[config.mk]
export PLATFORM = sky130hd
export DESIGN_NAME = hnoc_pe_interface_flat
export DESIGN_NICKNAME = d
export VERILOG_FILES = /design/src/rtl/hnoc_pkg.sv /design/src/rtl/hnoc_pe_interface_if.sv /design/src/rtl/hnoc_sync_fifo.sv /design/src/rtl/hnoc_pe_interface.sv /design/src/flat_wrapper.sv
export SDC_FILE = /design/constraint.sdc
export NUM_CORES = 1
export LEC_CHECK = 0
export BUFFER_PORTS_ARGS = -buffer_cell sky130_fd_sc_hd__buf_2
export CORE_UTILIZATION = 58
export DETAILED_ROUTE_END_ITERATION = 12
export GPL_TIMING_DRIVEN = 0
export PLACE_DENSITY = 0.8
export SLEW_MARGIN = 30
export SYNTH_ARGS = -nofsm -noshare
export SYNTH_HDL_FRONTEND = slang
export SYNTH_SLANG_ARGS = --single-unit
[constraint.sdc]
create_clock -name i_clk -period 3.2 [get_ports i_clk]
set_input_delay 0.8 -clock i_clk [delete_from_list [all_inputs] [get_ports i_clk]]
set_output_delay 0.8 -clock i_clk [all_outputs]
set_load 0.05 [all_outputs]
[src/rtl/hnoc_pkg.sv]
// Shared constants and helpers for the HNoC PE network interface.
// Flit layout is {dest, payload} with dest in the MSBs.
package hnoc_pkg;

    localparam int unsigned CNT_W = 16;

    function automatic int unsigned dest_msb(input int unsigned dw, input int unsigned aw);
        return dw + aw - 1;
    endfunction

    function automatic int unsigned dest_lsb(input int unsigned dw);
        return dw;
    endfunction

    function automatic int unsigned payload_msb(input int unsigned dw);
        return dw - 1;
    endfunction

    function automatic int unsigned payload_lsb();
        return 0;
    endfunction

    // Increment that sticks at all-ones instead of wrapping.
    function automatic logic [CNT_W-1:0] sat_inc(input logic [CNT_W-1:0] v);
        return (v == '1) ? v : v + CNT_W'(1);
    endfunction

endpackage

[src/rtl/hnoc_pe_interface_if.sv]
// PE-side and NoC-side handshake bundle of the HNoC PE network interface.
// slave is the network interface's view, master the PE/NoC environment's view.
interface hnoc_pe_if #(
    parameter int unsigned DataWidth = 32,
    parameter int unsigned AddrWidth = 2
);
    logic [DataWidth-1:0]           i_tx_data;
    logic [AddrWidth-1:0]           i_tx_dest;
    logic                           i_tx_valid;
    logic                           o_tx_ready;
    logic [DataWidth+AddrWidth-1:0] o_noc_data;
    logic                           o_noc_data_valid;
    logic                           i_noc_data_ready;
    logic [DataWidth+AddrWidth-1:0] i_noc_data;
    logic                           i_noc_data_valid;
    logic                           o_noc_data_ready;
    logic [DataWidth-1:0]           o_rx_data;
    logic                           o_rx_valid;
    logic                           i_rx_ready;

    modport slave (
        input  i_tx_data, i_tx_dest, i_tx_valid, i_noc_data_ready,
        input  i_noc_data, i_noc_data_valid, i_rx_ready,
        output o_tx_ready, o_noc_data, o_noc_data_valid, o_noc_data_ready,
        output o_rx_data, o_rx_valid
    );

    modport master (
        output i_tx_data, i_tx_dest, i_tx_valid, i_noc_data_ready,
        output i_noc_data, i_noc_data_valid, i_rx_ready,
        input  o_tx_ready, o_noc_data, o_noc_data_valid, o_noc_data_ready,
        input  o_rx_data, o_rx_valid
    );
endinterface

[src/rtl/hnoc_sync_fifo.sv]
// Single-clock FIFO, power-of-two depth, registered occupancy, no write bypass.
// A full FIFO refuses writes even when a read happens in the same cycle.
module hnoc_sync_fifo #(
    parameter int unsigned Width = 8,
    parameter int unsigned Depth = 4
) (
    input  logic                     i_clk,
    input  logic                     i_reset,
    input  logic [Width-1:0]         i_wr_data,
    input  logic                     i_wr_valid,
    output logic                     o_wr_ready,
    output logic [Width-1:0]         o_rd_data,
    output logic                     o_rd_valid,
    input  logic                     i_rd_ready,
    output logic [$clog2(Depth):0]   o_count
);
    localparam int unsigned PtrW = $clog2(Depth);
    localparam int unsigned CntW = PtrW + 1;

    logic [Width-1:0] mem_q [Depth];
    logic [PtrW-1:0]  wr_ptr_q, wr_ptr_d;
    logic [PtrW-1:0]  rd_ptr_q, rd_ptr_d;
    logic [CntW-1:0]  count_q, count_d;
    logic             wr_en, rd_en;

    assign o_wr_ready = (count_q != CntW'(Depth));
    assign o_rd_valid = (count_q != '0);
    assign o_rd_data  = mem_q[rd_ptr_q];
    assign o_count    = count_q;

    assign wr_en = i_wr_valid & o_wr_ready;
    assign rd_en = o_rd_valid & i_rd_ready;

    always_comb begin
        wr_ptr_d = wr_ptr_q;
        rd_ptr_d = rd_ptr_q;
        if (wr_en) wr_ptr_d = wr_ptr_q + PtrW'(1);
        if (rd_en) rd_ptr_d = rd_ptr_q + PtrW'(1);
        count_d = count_q + CntW'(wr_en) - CntW'(rd_en);
    end

    // Storage is cleared on reset so the head reads 0 while empty.
    always_ff @(posedge i_clk or negedge i_reset) begin
        if (!i_reset) begin
            wr_ptr_q <= '0;
            rd_ptr_q <= '0;
            count_q  <= '0;
            for (int i = 0; i < int'(Depth); i++) mem_q[i] <= '0;
        end else begin
            wr_ptr_q <= wr_ptr_d;
            rd_ptr_q <= rd_ptr_d;
            count_q  <= count_d;
            if (wr_en) mem_q[wr_ptr_q] <= i_wr_data;
        end
    end
endmodule

[src/rtl/hnoc_pe_interface.sv]
// Network interface between one PE and one HNoC port: TX/RX buffering,
// local loopback for self-addressed packets, misroute drop, and traffic counters.
module hnoc_pe_interface
    import hnoc_pkg::*;
#(
    parameter int unsigned DataWidth = 32,
    parameter int unsigned AddrWidth = 2,
    parameter int unsigned MyAddr    = 0,
    parameter int unsigned FifoDepth = 4
) (
    input  logic             i_clk,
    input  logic             i_reset,
    hnoc_pe_if.slave         bus,
    input  logic             i_clr_count,
    output logic [CNT_W-1:0] o_tx_count,
    output logic [CNT_W-1:0] o_rx_count,
    output logic [CNT_W-1:0] o_misroute_count
);
    localparam int unsigned FlitW   = DataWidth + AddrWidth;
    localparam int unsigned OccW    = $clog2(FifoDepth) + 1;
    localparam int unsigned DestMsb = dest_msb(DataWidth, AddrWidth);
    localparam int unsigned DestLsb = dest_lsb(DataWidth);
    localparam int unsigned PayMsb  = payload_msb(DataWidth);
    localparam int unsigned PayLsb  = payload_lsb();
    localparam logic [AddrWidth-1:0] MyAddrL = AddrWidth'(MyAddr);

    logic                 tx_is_local, noc_is_local;
    logic                 tx_wr_valid, tx_wr_ready;
    logic                 rx_wr_valid, rx_wr_ready;
    logic [DataWidth-1:0] rx_wr_data;
    logic                 misroute;
    logic [OccW-1:0]      tx_occ, rx_occ;
    logic                 unused_occ;
    logic [CNT_W-1:0]     tx_cnt_q, tx_cnt_d, rx_cnt_q, rx_cnt_d, mis_cnt_q, mis_cnt_d;

    assign tx_is_local  = (bus.i_tx_dest == MyAddrL);
    assign noc_is_local = (bus.i_noc_data[DestMsb:DestLsb] == MyAddrL);
    assign tx_wr_valid  = bus.i_tx_valid & ~tx_is_local;

    // NoC arrivals own the RX write port; loopback only gets idle cycles.
    assign bus.o_noc_data_ready = rx_wr_ready;
    assign bus.o_tx_ready = tx_is_local ? (rx_wr_ready & ~bus.i_noc_data_valid) : tx_wr_ready;
    assign misroute = bus.i_noc_data_valid & rx_wr_ready & ~noc_is_local;

    always_comb begin
        rx_wr_valid = bus.i_tx_valid & tx_is_local;
        rx_wr_data  = bus.i_tx_data;
        if (bus.i_noc_data_valid) begin
            rx_wr_valid = noc_is_local;
            rx_wr_data  = bus.i_noc_data[PayMsb:PayLsb];
        end
    end

    hnoc_sync_fifo #(.Width(FlitW), .Depth(FifoDepth)) u_tx_fifo (
        .i_clk      (i_clk),
        .i_reset    (i_reset),
        .i_wr_data  ({bus.i_tx_dest, bus.i_tx_data}),
        .i_wr_valid (tx_wr_valid),
        .o_wr_ready (tx_wr_ready),
        .o_rd_data  (bus.o_noc_data),
        .o_rd_valid (bus.o_noc_data_valid),
        .i_rd_ready (bus.i_noc_data_ready),
        .o_count    (tx_occ)
    );

    hnoc_sync_fifo #(.Width(DataWidth), .Depth(FifoDepth)) u_rx_fifo (
        .i_clk      (i_clk),
        .i_reset    (i_reset),
        .i_wr_data  (rx_wr_data),
        .i_wr_valid (rx_wr_valid),
        .o_wr_ready (rx_wr_ready),
        .o_rd_data  (bus.o_rx_data),
        .o_rd_valid (bus.o_rx_valid),
        .i_rd_ready (bus.i_rx_ready),
        .o_count    (rx_occ)
    );

    // Occupancy is a debug tap only; fold it so it is not left dangling.
    assign unused_occ = ^{tx_occ, rx_occ};

    // Clear wins over any same-cycle increment.
    always_comb begin
        tx_cnt_d  = tx_cnt_q;
        rx_cnt_d  = rx_cnt_q;
        mis_cnt_d = mis_cnt_q;
        if (i_clr_count) begin
            tx_cnt_d  = '0;
            rx_cnt_d  = '0;
            mis_cnt_d = '0;
        end else begin
            if (bus.o_noc_data_valid & bus.i_noc_data_ready) tx_cnt_d = tx_cnt_q + CNT_W'(1);
            if (bus.o_rx_valid & bus.i_rx_ready)             rx_cnt_d = rx_cnt_q + CNT_W'(1);
            if (misroute)                                    mis_cnt_d = sat_inc(mis_cnt_q);
        end
    end

    always_ff @(posedge i_clk or negedge i_reset) begin
        if (!i_reset) begin
            tx_cnt_q  <= '0;
            rx_cnt_q  <= '0;
            mis_cnt_q <= '0;
        end else begin
            tx_cnt_q  <= tx_cnt_d;
            rx_cnt_q  <= rx_cnt_d;
            mis_cnt_q <= mis_cnt_d;
        end
    end

    assign o_tx_count       = tx_cnt_q;
    assign o_rx_count       = rx_cnt_q;
    assign o_misroute_count = mis_cnt_q;
endmodule

[src/flat_wrapper.sv]
// flat-port wrapper written by rule: the top's interface ports become plain ports
module hnoc_pe_interface_flat import hnoc_pkg::*;
#(
    parameter int unsigned DataWidth = 32,
    parameter int unsigned AddrWidth = 2,
    parameter int unsigned MyAddr    = 0,
    parameter int unsigned FifoDepth = 4
)
  (i_clk, i_reset, i_clr_count, o_tx_count, o_rx_count, o_misroute_count, bus_i_tx_data, bus_i_tx_dest, bus_i_tx_valid, bus_i_noc_data_ready, bus_i_noc_data, bus_i_noc_data_valid, bus_i_rx_ready, bus_o_tx_ready, bus_o_noc_data, bus_o_noc_data_valid, bus_o_noc_data_ready, bus_o_rx_data, bus_o_rx_valid);
  hnoc_pe_if #(.DataWidth(DataWidth), .AddrWidth(AddrWidth)) bus_i ();
  input  logic i_clk;
  input  logic i_reset;
  input  logic i_clr_count;
  output logic [CNT_W-1:0] o_tx_count;
  output logic [CNT_W-1:0] o_rx_count;
  output logic [CNT_W-1:0] o_misroute_count;
  input wire logic [$bits(bus_i.i_tx_data)-1:0] bus_i_tx_data;
  input wire logic [$bits(bus_i.i_tx_dest)-1:0] bus_i_tx_dest;
  input wire logic [$bits(bus_i.i_tx_valid)-1:0] bus_i_tx_valid;
  input wire logic [$bits(bus_i.i_noc_data_ready)-1:0] bus_i_noc_data_ready;
  input wire logic [$bits(bus_i.i_noc_data)-1:0] bus_i_noc_data;
  input wire logic [$bits(bus_i.i_noc_data_valid)-1:0] bus_i_noc_data_valid;
  input wire logic [$bits(bus_i.i_rx_ready)-1:0] bus_i_rx_ready;
  output wire logic [$bits(bus_i.o_tx_ready)-1:0] bus_o_tx_ready;
  output wire logic [$bits(bus_i.o_noc_data)-1:0] bus_o_noc_data;
  output wire logic [$bits(bus_i.o_noc_data_valid)-1:0] bus_o_noc_data_valid;
  output wire logic [$bits(bus_i.o_noc_data_ready)-1:0] bus_o_noc_data_ready;
  output wire logic [$bits(bus_i.o_rx_data)-1:0] bus_o_rx_data;
  output wire logic [$bits(bus_i.o_rx_valid)-1:0] bus_o_rx_valid;
  assign bus_i.i_tx_data = bus_i_tx_data;
  assign bus_i.i_tx_dest = bus_i_tx_dest;
  assign bus_i.i_tx_valid = bus_i_tx_valid;
  assign bus_i.i_noc_data_ready = bus_i_noc_data_ready;
  assign bus_i.i_noc_data = bus_i_noc_data;
  assign bus_i.i_noc_data_valid = bus_i_noc_data_valid;
  assign bus_i.i_rx_ready = bus_i_rx_ready;
  assign bus_o_tx_ready = bus_i.o_tx_ready;
  assign bus_o_noc_data = bus_i.o_noc_data;
  assign bus_o_noc_data_valid = bus_i.o_noc_data_valid;
  assign bus_o_noc_data_ready = bus_i.o_noc_data_ready;
  assign bus_o_rx_data = bus_i.o_rx_data;
  assign bus_o_rx_valid = bus_i.o_rx_valid;
  hnoc_pe_interface #(.DataWidth(DataWidth), .AddrWidth(AddrWidth), .MyAddr(MyAddr), .FifoDepth(FifoDepth)) u_core (.i_clk(i_clk), .i_reset(i_reset), .bus(bus_i), .i_clr_count(i_clr_count), .o_tx_count(o_tx_count), .o_rx_count(o_rx_count), .o_misroute_count(o_misroute_count));
endmodule
# Word-level counts from Yosys, hierarchy flattened

Index checks and enable logic that the tools add are counted.

Bits of input ports: 75
Register bits after elaboration: 326

Multiplexer cells: 22
$add $sub $neg: 11
Reduce and logical (&&, ||, !) cells: 10
Bitwise gates (word level): 16
$lt $le $gt $ge: 6
Equal/unequal tests: 4

Operators by type and width:

| operator                | number |
|---|---|
| $bwmux W136             | 1 |
| $bwmux W128             | 1 |
| $mux W32                | 4 |
| $mux W16                | 7 |
| $mux W34                | 3 |
| $bmux W34 S2            | 1 |
| $demux W34 S2           | 1 |
| $bmux W32 S2            | 1 |
| $demux W32 S2           | 1 |
| $add A16 B1 Y16 const B | 3 |
| $eq A16 B16 Y1 const B  | 1 |
| $ge A3 B3 Y1 const B    | 4 |
| $not A2 Y3              | 4 |
| $and A1 B1 Y1           | 9 |
| $add A2 B1 Y2 const B   | 4 |
| $add A3 B1 Y3           | 2 |
| $lt A3 B1 Y1 const B    | 2 |
| $ne A3 B3 Y1 const B    | 2 |
| $reduce_bool A2 Y1      | 3 |
| $reduce_bool A3 Y1      | 2 |
| $sub A3 B1 Y3           | 2 |
| $logic_not A2 Y1        | 2 |
| $not A1 Y1              | 3 |
| $logic_and A1 B1 Y1     | 2 |
| 3 further kinds         | 4 |

# Logic depth before layout (Yosys ltp)

Gate-level depths: netlist of the first run.

Depth in word-level cells: 6
Mapped depth: 12

# By module

From an unflattened synthesis of the first run, not the netlist that was laid out.

Cells, all modules: 2019
Area, all modules: 21881.0 um^2

Modules (own cells, without submodules):

| module                            | instances | area each (um^2) | cells each |
|---|---|---|---|
| hnoc_sync_fifo (u_core.u_tx_fifo) | 1         | 9698.1           | 879 |
| hnoc_sync_fifo (u_core.u_rx_fifo) | 1         | 9232.6           | 833 |
| hnoc_pe_interface                 | 1         | 2950.3           | 307 |

# Worst setup path before layout of the first run

OpenSTA, ideal clock, no wires.

Kind: input-to-reg
Start point: input bus_i_noc_data_valid
End point: register u_core.u_rx_fifo.count_q[2], in the netlist u_core.u_rx_fifo.o_count[2]
Slack: 0.438 ns
Data arrival time: 2.639 ns
Path buffers: 1
Cell stages on the path: 12
Cell sequence: buf_2 nor3_1 nand3_1 nand2_1 inv_1 ha_1 inv_1 ha_1 inv_1 fa_1 xnor2_1 xnor2_1

Cells in the longest elaborated chain, start to end: 4

Ends and longest elaborated chain:

| element                               | line                    | RTL |
|---|---|---|
| start, declared                       | flat_wrapper.sv:22      | `input wire logic [$bits(bus_i.i_noc_data_valid)-1:0] bus_i_noc_data_valid;` |
| $mux W1                               | hnoc_pe_interface.sv:48 | `if (bus.i_noc_data_valid) begin` |
| $and A1 B1 Y1                         | hnoc_sync_fifo.sv:31    | `assign wr_en = i_wr_valid & o_wr_ready;` |
| $add A3 B1 Y3                         | hnoc_sync_fifo.sv:39    | `count_d = count_q + CntW'(wr_en) - CntW'(rd_en);` |
| $sub A3 B1 Y3                         | hnoc_sync_fifo.sv:39    |  |
| named net u_core.u_rx_fifo.count_d[2] | hnoc_sync_fifo.sv:23    | `logic [CntW-1:0] count_q, count_d;` |
| end signal, assigned                  | hnoc_sync_fifo.sv:52    | `count_q <= count_d;` |
| end, declared                         | hnoc_sync_fifo.sv:23    |  |

The timed path passes the listed nets, and every way through them passes these cells.
A chain may end at the register's enable or synchronous reset.

# Worst setup path in the final report of the first run

Start point: register u_core.u_tx_fifo.rd_ptr_q[0]
End point: output bus_o_noc_data[29]

Cells in the longest elaborated chain, start to end: 4

Ends and longest elaborated chain:

| element                                      | line                 | RTL |
|---|---|---|
| start, declared                              | hnoc_sync_fifo.sv:22 | `logic [PtrW-1:0] rd_ptr_q, rd_ptr_d;` |
| start signal, assigned                       | hnoc_sync_fifo.sv:51 | `rd_ptr_q <= rd_ptr_d;` |
| $not A2 Y3 (not written as such)             | hnoc_sync_fifo.sv:28 | `assign o_rd_data = mem_q[rd_ptr_q];` |
| $bmux W34 S2                                 | hnoc_sync_fifo.sv:28 |  |
| $mux W34 (not written as such) (2 in series) | hnoc_sync_fifo.sv:28 |  |
| end, declared                                | flat_wrapper.sv:25   | `output wire logic [$bits(bus_i.o_noc_data)-1:0] bus_o_noc_data;` |

Every way passes these cells. The select of a mux whose other input is x is not followed.

==> impl_metrics.yaml, run 1 <==
sta:
  fmax_ghz: 0.3267
  fin_crit_ns: 3.061
  clock_skew_ns: 0.01843
  rsz0062_at_grt: "false"
  slew_headroom_pct: 43.80
  hold_violations: 0
  finalCritPeriodShare_pct: 95.65
  worst_pin_slew_ns: 0.8354
  setup_viol: 0
  tns_ns: 0
  slew_viol_final: 0
die:
  dieHeight_um: 162.9
  core_sq_mm: 0.02525
  die_width_um: 162.9
  row_count: 58
  dieArea_sq_mm: 0.02652
  initial_utilization_pct: 59.43
  ioPinCount: 193
global_routing:
  grt_pass1_wl_um: 54890
  gr-total-overflow: 0
  grt_pass1_vias: 10008
  grt_usage_pct: 27.10
  antenna_found_initial: 7
  grt_max_degree: 80
synth:
  synth_cells: 1025
  yosys_warnings: 0
  syn-cell-area_sq_mm: 0.01501
  ys_async_sr_fraction_pct: 100.0
  synth_flop_cell: "dfrtp_1"
  avgSynthCellArea_sq_um: 14.64
  ys_seq_area_share_pct: 54.36
  synth_edf_count: 0
  synth_fp_nets: 1117
  ys_ff_latch: 326
  ys_types: 44
routing:
  drt_iter0_markers: 593
  drtPass1Iterations: 5
  vias_per_cell: 5.952
  postRouteAntennaNets: 0
  drt-total-wl_um: 34650
  wl_per_cell_um: 21.44
  drc: 0
  vias: 9618
clock_tree:
  root_buffer: "clkbuf_16"
  cts_buffers: 36
  cts.sinks: 326
  cts_tree: "done"
  clkTransAtPathRegs_ns: 0.06
  clk_latency_ns: 0.50
  post-cts-setup-buffer-count: 0
  cts_max_path_buffers: 3
  h-tree-depth: 2
final_layout:
  syn_to_final_growth_pct: 18.03
  fin_nets: 1348
  final_common_cell: "dfrtp_1"
  final_cell_mix: "325 x dfrtp_1, 308 x mux2_2, 205 x buf_2"
  drive_gt1_share_pct: 51.68
  nFillCells: 1723
  finalNonFillerCells: 1616
worst_setup_path:
  crit_path_end_kind: "output port"
  crit_path_cell_trace: "buf_2 > mux4_2 > buf_2"
  max_stage_delay_ns: 0.59
  worst_path_max_delay_cell: "mux4_2"
  crit_fanout: 10
  cpMostUsedCell: "buf_2"
  critical_path_buf_inv_count: 2
  path_delay_family: "buffers and inverters"
  cp.arrival_ns: 2.26
  critPathKind: "flop to output port"
  startpoint_type: "flop"
  required_ns: 2.40
status:
  status: "completed"
placed_design:
  numPortBuffers: 191
  dp_hpwl_um: 23740
  placed_cells: 1550
  gp_congestion: 0.8828
power:
  vdd_drop_max_mv: 0.7032
  p_leak_nw: 7.891
  cellPowerDensity_mw_per_mm2: 1142
  total_power_w: 0.02022
job:
  maxCapViolations: 0
worst_hold_path:
  hold_path_class: "input port to asynchronous set/reset pin"
==> Yosys cell counts, types with 2 or more instances <==
cell type  instances  area, sq um
nor4_1             8        50.05
nand3_1           18        90.09
nor3b_1            2        15.01
nor3_1            10        50.05
nor2_1            39        146.4
o311ai_0           2        17.52
and4_1             2        17.52
inv_1             21        78.83
or3_1              8        50.05
clkbuf_1          34        127.6
o21ai_0            8        40.04
nor2b_1           11        68.82
xnor2_1           22        192.7
nand2_1           29        108.9
or2_2              4        25.02
and3_1             3        18.77
mux2_2           308         3468
ha_1              15        187.7
o31ai_1            7        52.55
xor2_1             5        43.79
nand4_1           11        68.82
o41ai_1            2        17.52
a21oi_1           17        85.08
or4_1              7        52.55
fa_1               2        40.04
a21boi_1           4        30.03
dfrtp_1          326         8158
buf_2             19        95.09
mux4_2            66         1486
==> per-layer routing <==
metal | up-vias | share of wire (%) | global-route usage [%] | wire length (um)
met3 | 61 | 5.2 | 4.940 | 1811
met2 | 273 | 48 | 42.94 | 16730
met5 | - | 0 | 0 | 0
li1 | 4251 | - | - | -
met4 | 0 | 2.7 | 9.601 | 923
met1 | 5033 | 44 | 37.84 | 15180
==> flip-flops by register name, indices dropped and copies added (netlist names) <==
| name | count |
|---|---|
| u_core.u_tx_fifo.wr_ptr_q | 2 |
| u_core.u_rx_fifo.wr_ptr_q | 2 |
| u_core.o_rx_count | 16 |
| u_core.u_rx_fifo.rd_ptr_q | 2 |
| u_core.u_tx_fifo.o_count | 3 |
| u_core.u_rx_fifo.o_count | 3 |
| u_core.u_tx_fifo.rd_ptr_q | 2 |
| u_core.o_misroute_count | 16 |
| u_core.u_tx_fifo.mem_q | 136 |
| u_core.u_rx_fifo.mem_q | 128 |
| u_core.o_tx_count | 16 |
==> final timing paths <==
check,to,depth (start not counted),slack (ns),startpoint
hold / removal,u_core.u_rx_fifo.mem_q[90],1,0.24,i_reset
hold reg to reg,u_core.u_tx_fifo.mem_q[43],1,0.50,u_core.u_tx_fifo.mem_q[43]
setup reg to reg,u_core.u_rx_fifo.o_count[2],12,0.43,u_core.u_rx_fifo.o_count[1]
max in group asynchronous,u_core.u_tx_fifo.rd_ptr_q[0],3,1.80,i_reset
min in group i_clk,u_core.u_tx_fifo.mem_q[43],1,0.50,u_core.u_tx_fifo.mem_q[43]
setup / recovery,bus_o_noc_data[29],3,0.14,u_core.u_tx_fifo.rd_ptr_q[0]
==> repair_timing <==
action                     4_1_cts  5_1_grt
hold buffers                     0        0
setup endpoints to repair       57       19
gates resized for setup         10        5
==> power by group <==
part	leakage (nW)	internal [W]	switching (W)
sequential	4.01	0.00592	0.000992
clock	0.584	0.00247	0.00160
combinational	3.30	0.00369	0.00556
==> layout make-up <==
class                      count  area [sq um]  area share [%]
clock inverter                 6         58.81          0.3320
timing repair buffer         195          1076           6.074
clock buffer                  55          1114           6.286
multi-input combinational    623          6550           36.98
buffer                        53         247.7           1.399
antenna                        7         17.52         0.09888
inverter                      21         78.83          0.4450
sequential                   326          8159           46.06
tap                          330         412.9           2.331
==> cell families after synthesis <==
family | count (synthesis) | synth area share (%)
xor gates and xnor gates | 27 | 1.576
AOI/OAI and AO/OA | 47 | 2.034
buffers and inverters | 76 | 2.084
adders and majority gates | 17 | 1.517
DFF | 326 | 54.36
and+or+nand+nor | 157 | 5.352
muxes | 375 | 33.08
==> through the flow <==
stage | worst slack [ns] | area [sq um] | utilization [%] | hold WS, ns
2_1_floorplan | 0.4378 | 15010 | - | 0.4739
3_3_place_gp | -4.843 | 16380 | 64.85 | 0.4816
3_5_place_dp | 0.01082 | 16500 | 65.32 | 0.4880
4_1_cts | 0.001601 | 17680 | 70.01 | 0.2438
5_1_grt | 0.02155 | 17710 | 70.14 | 0.2574
6_report | 0.1393 | 17710 | 70.14 | 0.2376
Note: power is estimated with default switching activity, not from simulation.
==> run 2, diff against run 1 <==
--- a/config.mk
+++ b/config.mk
@@ -5,12 +5,14 @@
 export SDC_FILE = /design/constraint.sdc
 export NUM_CORES = 1
 export LEC_CHECK = 0
+export ABC_AREA = 1
 export BUFFER_PORTS_ARGS = -buffer_cell sky130_fd_sc_hd__buf_2
-export CORE_UTILIZATION = 58
+export CORE_UTILIZATION = 59
 export DETAILED_ROUTE_END_ITERATION = 12
 export GPL_TIMING_DRIVEN = 0
 export PLACE_DENSITY = 0.8
 export SLEW_MARGIN = 30
 export SYNTH_ARGS = -nofsm -noshare
 export SYNTH_HDL_FRONTEND = slang
+export SYNTH_HIERARCHICAL = 1
 export SYNTH_SLANG_ARGS = --single-unit
==> run 2 against run 1 <==
Against the previous run: wire length up 52%; largest power group unchanged; combinational power up 16%; via count up 74%.
==> impl_metrics.yaml, run 2 <==
status:
  status: "completed"
sta:
  holdWs_ns: 0.1572
  clock_skew_ns: 0.01664
  slew_viol_final: 0
  fmax_ghz: 0.3149
  tns_ns: 0
  setup_viol: 0
  slew_headroom_pct: 58.28
  rsz0062_at_grt: "false"
  finalCritPeriodShare_pct: 99.25
  fin_crit_ns: 3.176
  hold_violations: 0
  worst_pin_slew_ns: 0.6258
job:
  maxCapViolations: 0
worst_setup_path:
  crit_fanout: 10
  crit_path_end_kind: "output port"
  critPathKind: "flop to output port"
  cp.arrival_ns: 2.38
  crit_path_cell_trace: "buf_6 > inv_2 > clkbuf_2 > o21ai_0 > o21ai_0 > buf_2"
  cpMostUsedCell: "o21ai_0"
  critical_path_buf_inv_count: 4
  startpoint_type: "flop"
  required_ns: 2.40
  worst_path_max_delay_cell: "o21ai_0"
  path_delay_family: "buffers and inverters"
  max_stage_delay_ns: 0.42
clock_tree:
  h-tree-depth: 2
  cts_buffers: 37
  cts_max_path_buffers: 3
  cts_tree: "done"
  clkTransAtPathRegs_ns: 0.06
  hold_buffers: 0
  root_buffer: "clkbuf_16"
  cts.sinks: 326
  clk_latency_ns: 0.52
  post-cts-setup-buffer-count: 0
die:
  core_sq_mm: 0.02793
  dieArea_sq_mm: 0.02931
  dieHeight_um: 171.2
  die_width_um: 171.2
  row_count: 61
  ioPinCount: 193
  initial_utilization_pct: 60.46
placed_design:
  numPortBuffers: 191
  dp_hpwl_um: 37740
  place_area_sq_mm: 0.01844
  gp_congestion: 0.9865
global_routing:
  grt_max_degree: 89
  grt_usage_pct: 36.48
  grt_pass1_vias: 15749
  grt_pass1_wl_um: 83520
  gr-total-overflow: 0
  antenna_found_initial: 2
final_layout:
  seq_area_sq_mm: 0.008158
  drive_gt1_share_pct: 15.70
  top_register: "u_core/u_tx_fifo/mem_q"
  nFillCells: 2352
  syn_to_final_growth_pct: 16.30
  multi_input_area_sq_mm: 0.007536
  final_area_sq_mm: 0.01964
  fin_nets: 2520
  final_common_cell: "nand2_1"
  final_cell_mix: "758 x nand2_1, 326 x dfrtp_1, 278 x nand4_1"
  largest_register_ffs: 136
  top_regs: "u_core/u_tx_fifo/mem_q x136, u_core/u_rx_fifo/mem_q x128"
routing:
  drt_iter0_markers: 1854
  vias_per_cell: 5.914
  vias: 16755
  drt-total-wl_um: 52610
  wl_met2_um: 25100
  drc: 0
  drtPass1Iterations: 7
  top_layer: "met4"
  wl_met3_um: 4704
  postRouteAntennaNets: 0
  wl_per_cell_um: 18.57
  met1_length_um: 20950
synth:
  synth_flop_cell: "dfrtp_1"
  synth_top_cells_by_area: "dfrtp_1 48%, nand2_1 17%, nand4_1 10%, nor2_1 5.7%, o21ai_0 4.8%"
  yosysMostFrequentCell: "nand2_1"
  netlist.area_leader.share_pct: 48.30
  syn-cell-area_sq_mm: 0.01689
  ys_seq_area_share_pct: 48.30
  ys_ff_latch: 326
  ys_types: 33
  synth_edf_count: 0
  yosys_warnings: 6
  synth_fp_nets: 2286
  synth_cells: 2194
  synth_commonest_cells: "758 x nand2_1, 326 x dfrtp_1, 278 x nand4_1"
  avgSynthCellArea_sq_um: 7.698
  ys_async_sr_fraction_pct: 100.0
  synth_top_area_cell: "dfrtp_1"
power:
  clock_power_share_pct: 19.3
  p_seq_share_pct: 31.1
  swShare_pct: 48.77
  cellPowerDensity_mw_per_mm2: 1098
  p_sw_w: 0.01052
  vdd_drop_max_mv: 0.7697
  p_leak_nw: 10.25
  p_comb_share_pct: 49.6
  intPower_w: 0.01105
worst_hold_path:
  hold_path_class: "input port to asynchronous set/reset pin"
==> run 2: area by class of cell <==
| type | count | share of cell area (%) |
|---|---|---|
| antenna | 3 | 0.03822 |
| buffer | 173 | 4.886 |
| clock buffer | 59 | 5.797 |
| clock inverter | 4 | 0.2421 |
| inverter | 65 | 1.249 |
| multi-input combinational | 1630 | 38.37 |
| sequential | 326 | 41.53 |
| tap | 378 | 2.408 |
| timing repair buffer | 195 | 5.478 |
==> run 2: path summary, 6_finish.rpt <==
kind | start | to | slack [ns] | cells past startpoint
setup / recovery | u_core/u_tx_fifo/rd_ptr_q[0] | bus_o_noc_data[23] | 0.02 | 6
hold / removal | i_reset | u_core/u_rx_fifo/mem_q[112] | 0.16 | 1
setup reg to reg | u_core/u_rx_fifo/o_count[1] | u_core/u_rx_fifo/o_count[2] | 0.78 | 12
hold reg to reg | u_core/u_rx_fifo/mem_q[4] | u_core/u_rx_fifo/mem_q[4] | 0.46 | 2
max in group asynchronous | i_reset | u_core/u_tx_fifo/wr_ptr_q[0] | 1.66 | 4
min in group i_clk | u_core/u_rx_fifo/mem_q[4] | u_core/u_rx_fifo/mem_q[4] | 0.46 | 2
==> run 2: repair_timing <==
action,4_1_cts,5_1_grt
endpoints found under the setup margin,5,6
pin swaps,0,0
resized for setup,3,10
==> run 2: per-layer routing <==
| layer | global-route usage [%] | vias to the layer above |
|---|---|---|
| li1 | - | 7765 |
| met1 | 48.85 | 7907 |
| met2 | 59.63 | 935 |
| met3 | 5.568 | 148 |
| met4 | 14.71 | 0 |
| met5 | 0 | - |
==> run 2: through the flow <==
step / instances / power, W / worst slack, ns / utilization, %
CTS: 2830 / 0.02146 / 0.02466 / 70.26
global placement: 2763 / 0.01698 / -4.949 / 65.57
finish: 2833 / 0.02157 / 0.02394 / 70.31
detailed placement: 2767 / 0.01725 / -0.5703 / 66.00
global route: 2831 / 0.02281 / 0.0006657 / 70.29
floorplan: 2194 / 0.01431 / 0.09209 / -
==> run 2: power by group through the flow <==
stage	Clock [W]	Combinational, W	Sequential [W]
6_report	0.00417	0.0107	0.00671
2_1_floorplan	0	0.00775	0.00656
3_3_place_gp	0	0.0103	0.00667
4_1_cts	0.00420	0.0106	0.00667
3_5_place_dp	0	0.0105	0.00672
5_1_grt	0.00437	0.0116	0.00688
==> run 2: logic make-up (layout without fill, tap and decap cells) <==
| group | count (synthesis) | in the layout | synth area share [%] |
|---|---|---|---|
| flip-flops | 326 | 326 | 48.30 |
| AO/OA/AOI/OAI | 245 | 245 | 7.408 |
| adder cells (fa/ha/maj) | 17 | 17 | 1.348 |
| XOR/XNOR | 10 | 10 | 0.5186 |
| buffers and inverters | 238 | 496 | 7.075 |
| other | 0 | 3 | 0 |
| AND/OR/NAND/NOR | 1358 | 1358 | 35.35 |
==> run 3, diff against run 2 <==
==> constraint.sdc (replaced) <==
create_clock -name i_clk -period 3.2 [get_ports i_clk]
set_input_delay 0.64 -clock i_clk [delete_from_list [all_inputs] [get_ports i_clk]]
set_output_delay 0.64 -clock i_clk [all_outputs]
set_load 0.05 [all_outputs]
==> run 3 against run 2 <==
Against the previous run: register-to-register slack about the same; sequential share of layout area is essentially flat; die area unchanged; clock skew about the same; wire length is 0.17% higher; total power about the same; via count rose by 0.13%; maximum frequency rose by 2.9%; flip-flop and latch count unchanged; clock-buffer cell count is the same; largest cell class unchanged; largest power group unchanged.
==> impl_metrics.yaml, run 3 (synthesized netlist as in run 2, its figures left out) <==
sta:
  fmax_ghz: 0.3239
  rsz0062_at_grt: "false"
  fin_crit_ns: 3.088
  holdWs_ns: 0.4042
  slew_headroom_pct: 59.00
  finalCritPeriodShare_pct: 96.49
  setup_viol: 0
  worst_pin_slew_ns: 0.6149
  clock_skew_ns: 0.01691
  hold_violations: 0
  tns_ns: 0
  slew_viol_final: 0
die:
  ioPinCount: 193
  row_count: 61
  initial_utilization_pct: 60.46
  core_sq_mm: 0.02793
  dieArea_sq_mm: 0.02931
  die_width_um: 171.2
  dieHeight_um: 171.2
worst_setup_path:
  startpoint_type: "flop"
  cp.arrival_ns: 2.45
  crit_path_end_kind: "output port"
  max_stage_delay_ns: 0.44
  critical_path_buf_inv_count: 4
  crit_fanout: 10
  critPathKind: "flop to output port"
  required_ns: 2.56
  cpMostUsedCell: "buf_2"
  path_delay_family: "buffers and inverters"
  crit_path_cell_trace: "inv_2 > buf_2 > clkbuf_1 > o21ai_0 > o21ai_1 > buf_2"
  worst_path_max_delay_cell: "clkbuf_1"
global_routing:
  gr-total-overflow: 0
  antenna_found_initial: 2
  grt_usage_pct: 36.49
  grt_pass1_wl_um: 83550
  grt_pass1_vias: 15764
  grt_max_degree: 89
final_layout:
  syn_to_final_growth_pct: 16.31
  seq_area_sq_mm: 0.008158
  top_register: "u_core/u_tx_fifo/mem_q"
  final_area_sq_mm: 0.01964
  fin_nets: 2521
  largest_register_ffs: 136
  nFillCells: 2354
  final_common_cell: "nand2_1"
  top_regs: "u_core/u_tx_fifo/mem_q x136, u_core/u_rx_fifo/mem_q x128"
  final_cell_mix: "758 x nand2_1, 326 x dfrtp_1, 278 x nand4_1"
  multi_input_area_sq_mm: 0.007536
  drive_gt1_share_pct: 15.49
routing:
  vias: 16776
  drt-total-wl_um: 52700
  postRouteAntennaNets: 0
  drc: 0
  drtPass1Iterations: 6
  vias_per_cell: 5.920
  drt_iter0_markers: 1967
  wl_per_cell_um: 18.59
worst_hold_path:
  hold_path_class: "input port to flop"
power:
  total_power_w: 0.02156
  cellPowerDensity_mw_per_mm2: 1097
  vdd_drop_max_mv: 0.7684
  p_leak_nw: 10.24
clock_tree:
  clk_latency_ns: 0.52
  post-cts-setup-buffer-count: 0
  cts.sinks: 326
  cts_buffers: 37
  h-tree-depth: 2
  cts_max_path_buffers: 3
  cts_tree: "done"
  root_buffer: "clkbuf_16"
  clkTransAtPathRegs_ns: 0.06
job:
  maxCapViolations: 0
placed_design:
  dp_hpwl_um: 37740
  numPortBuffers: 191
  place_area_sq_mm: 0.01844
  gp_congestion: 0.9865
status:
  status: "completed"
==> run 3: cell types whose count changed in the layout (fill, tap and decap cells not counted), sizes merged <==
cell and change:
dlygate4sd3 +1, clkinv -1, inv +1
==> run 3: area by class of cell <==
cell class              count  share of cell area [%]
clock inverters             4                  0.2420
multi-input cells        1630                   38.36
flip-flops and latches    326                   41.53
plain buffers             173                   4.854
well taps                 378                   2.408
diodes                      3                 0.03822
clock buffers              59                   5.796
repair buffers            196                   5.529
inverters                  65                   1.242
==> run 3: power by group <==
group | switching, W | internal, W | total [W]
sequential | 0.000934 | 0.00578 | 0.00672
clock | 0.00167 | 0.00250 | 0.00417
combinational | 0.00792 | 0.00276 | 0.0107
==> run 3: metal layers <==
metal	global-route usage, %	part of all wire [%]	up-vias
li1	-	-	7768
met1	48.81	40	7958
met2	59.72	48	902
met3	5.568	8.7	148
met4	14.71	3.6	0
met5	0	0	-
==> run 3: worst min-delay path, stage by stage <==
cell and delay [ns]:
buf_2 0.11, nand3_1 0.07, nand2_1 0.06
==> run 3: final timing paths <==
path	slack, ns	endpoint	startpoint	cells past startpoint
worst max-delay path	0.11	bus_o_rx_data[30]	u_core/u_rx_fifo/rd_ptr_q[1]	6
worst min-delay path	0.40	u_core/u_tx_fifo/rd_ptr_q[0]	bus_i_noc_data_ready	3
worst max register to register	0.78	u_core/u_rx_fifo/o_count[2]	u_core/u_rx_fifo/o_count[1]	12
worst min register to register	0.46	u_core/u_tx_fifo/mem_q[72]	u_core/u_tx_fifo/mem_q[72]	2
max in group asynchronous	1.22	u_core/u_tx_fifo/wr_ptr_q[0]	i_reset	5
min in group asynchronous	0.60	u_core/u_rx_fifo/mem_q[112]	i_reset	2
==> run 3: timing repair <==
| item | in CTS | in global routing |
|---|---|---|
| hold buffers | 1 | 0 |
| resized for setup | 0 | 5 |
| setup endpoints to repair | 0 | 3 |
| hold endpoints to repair | 23 | 0 |
==> run 3: stage by stage <==
stage,utilization (%),instances,setup WS [ns]
after floorplan,-,2194,0.2521
after global placement,65.57,2763,-4.789
after detailed placement,66.00,2767,-0.4103
after CTS,70.29,2831,0.01649
after global routing,70.30,2832,0.09676
final,70.32,2834,0.1123
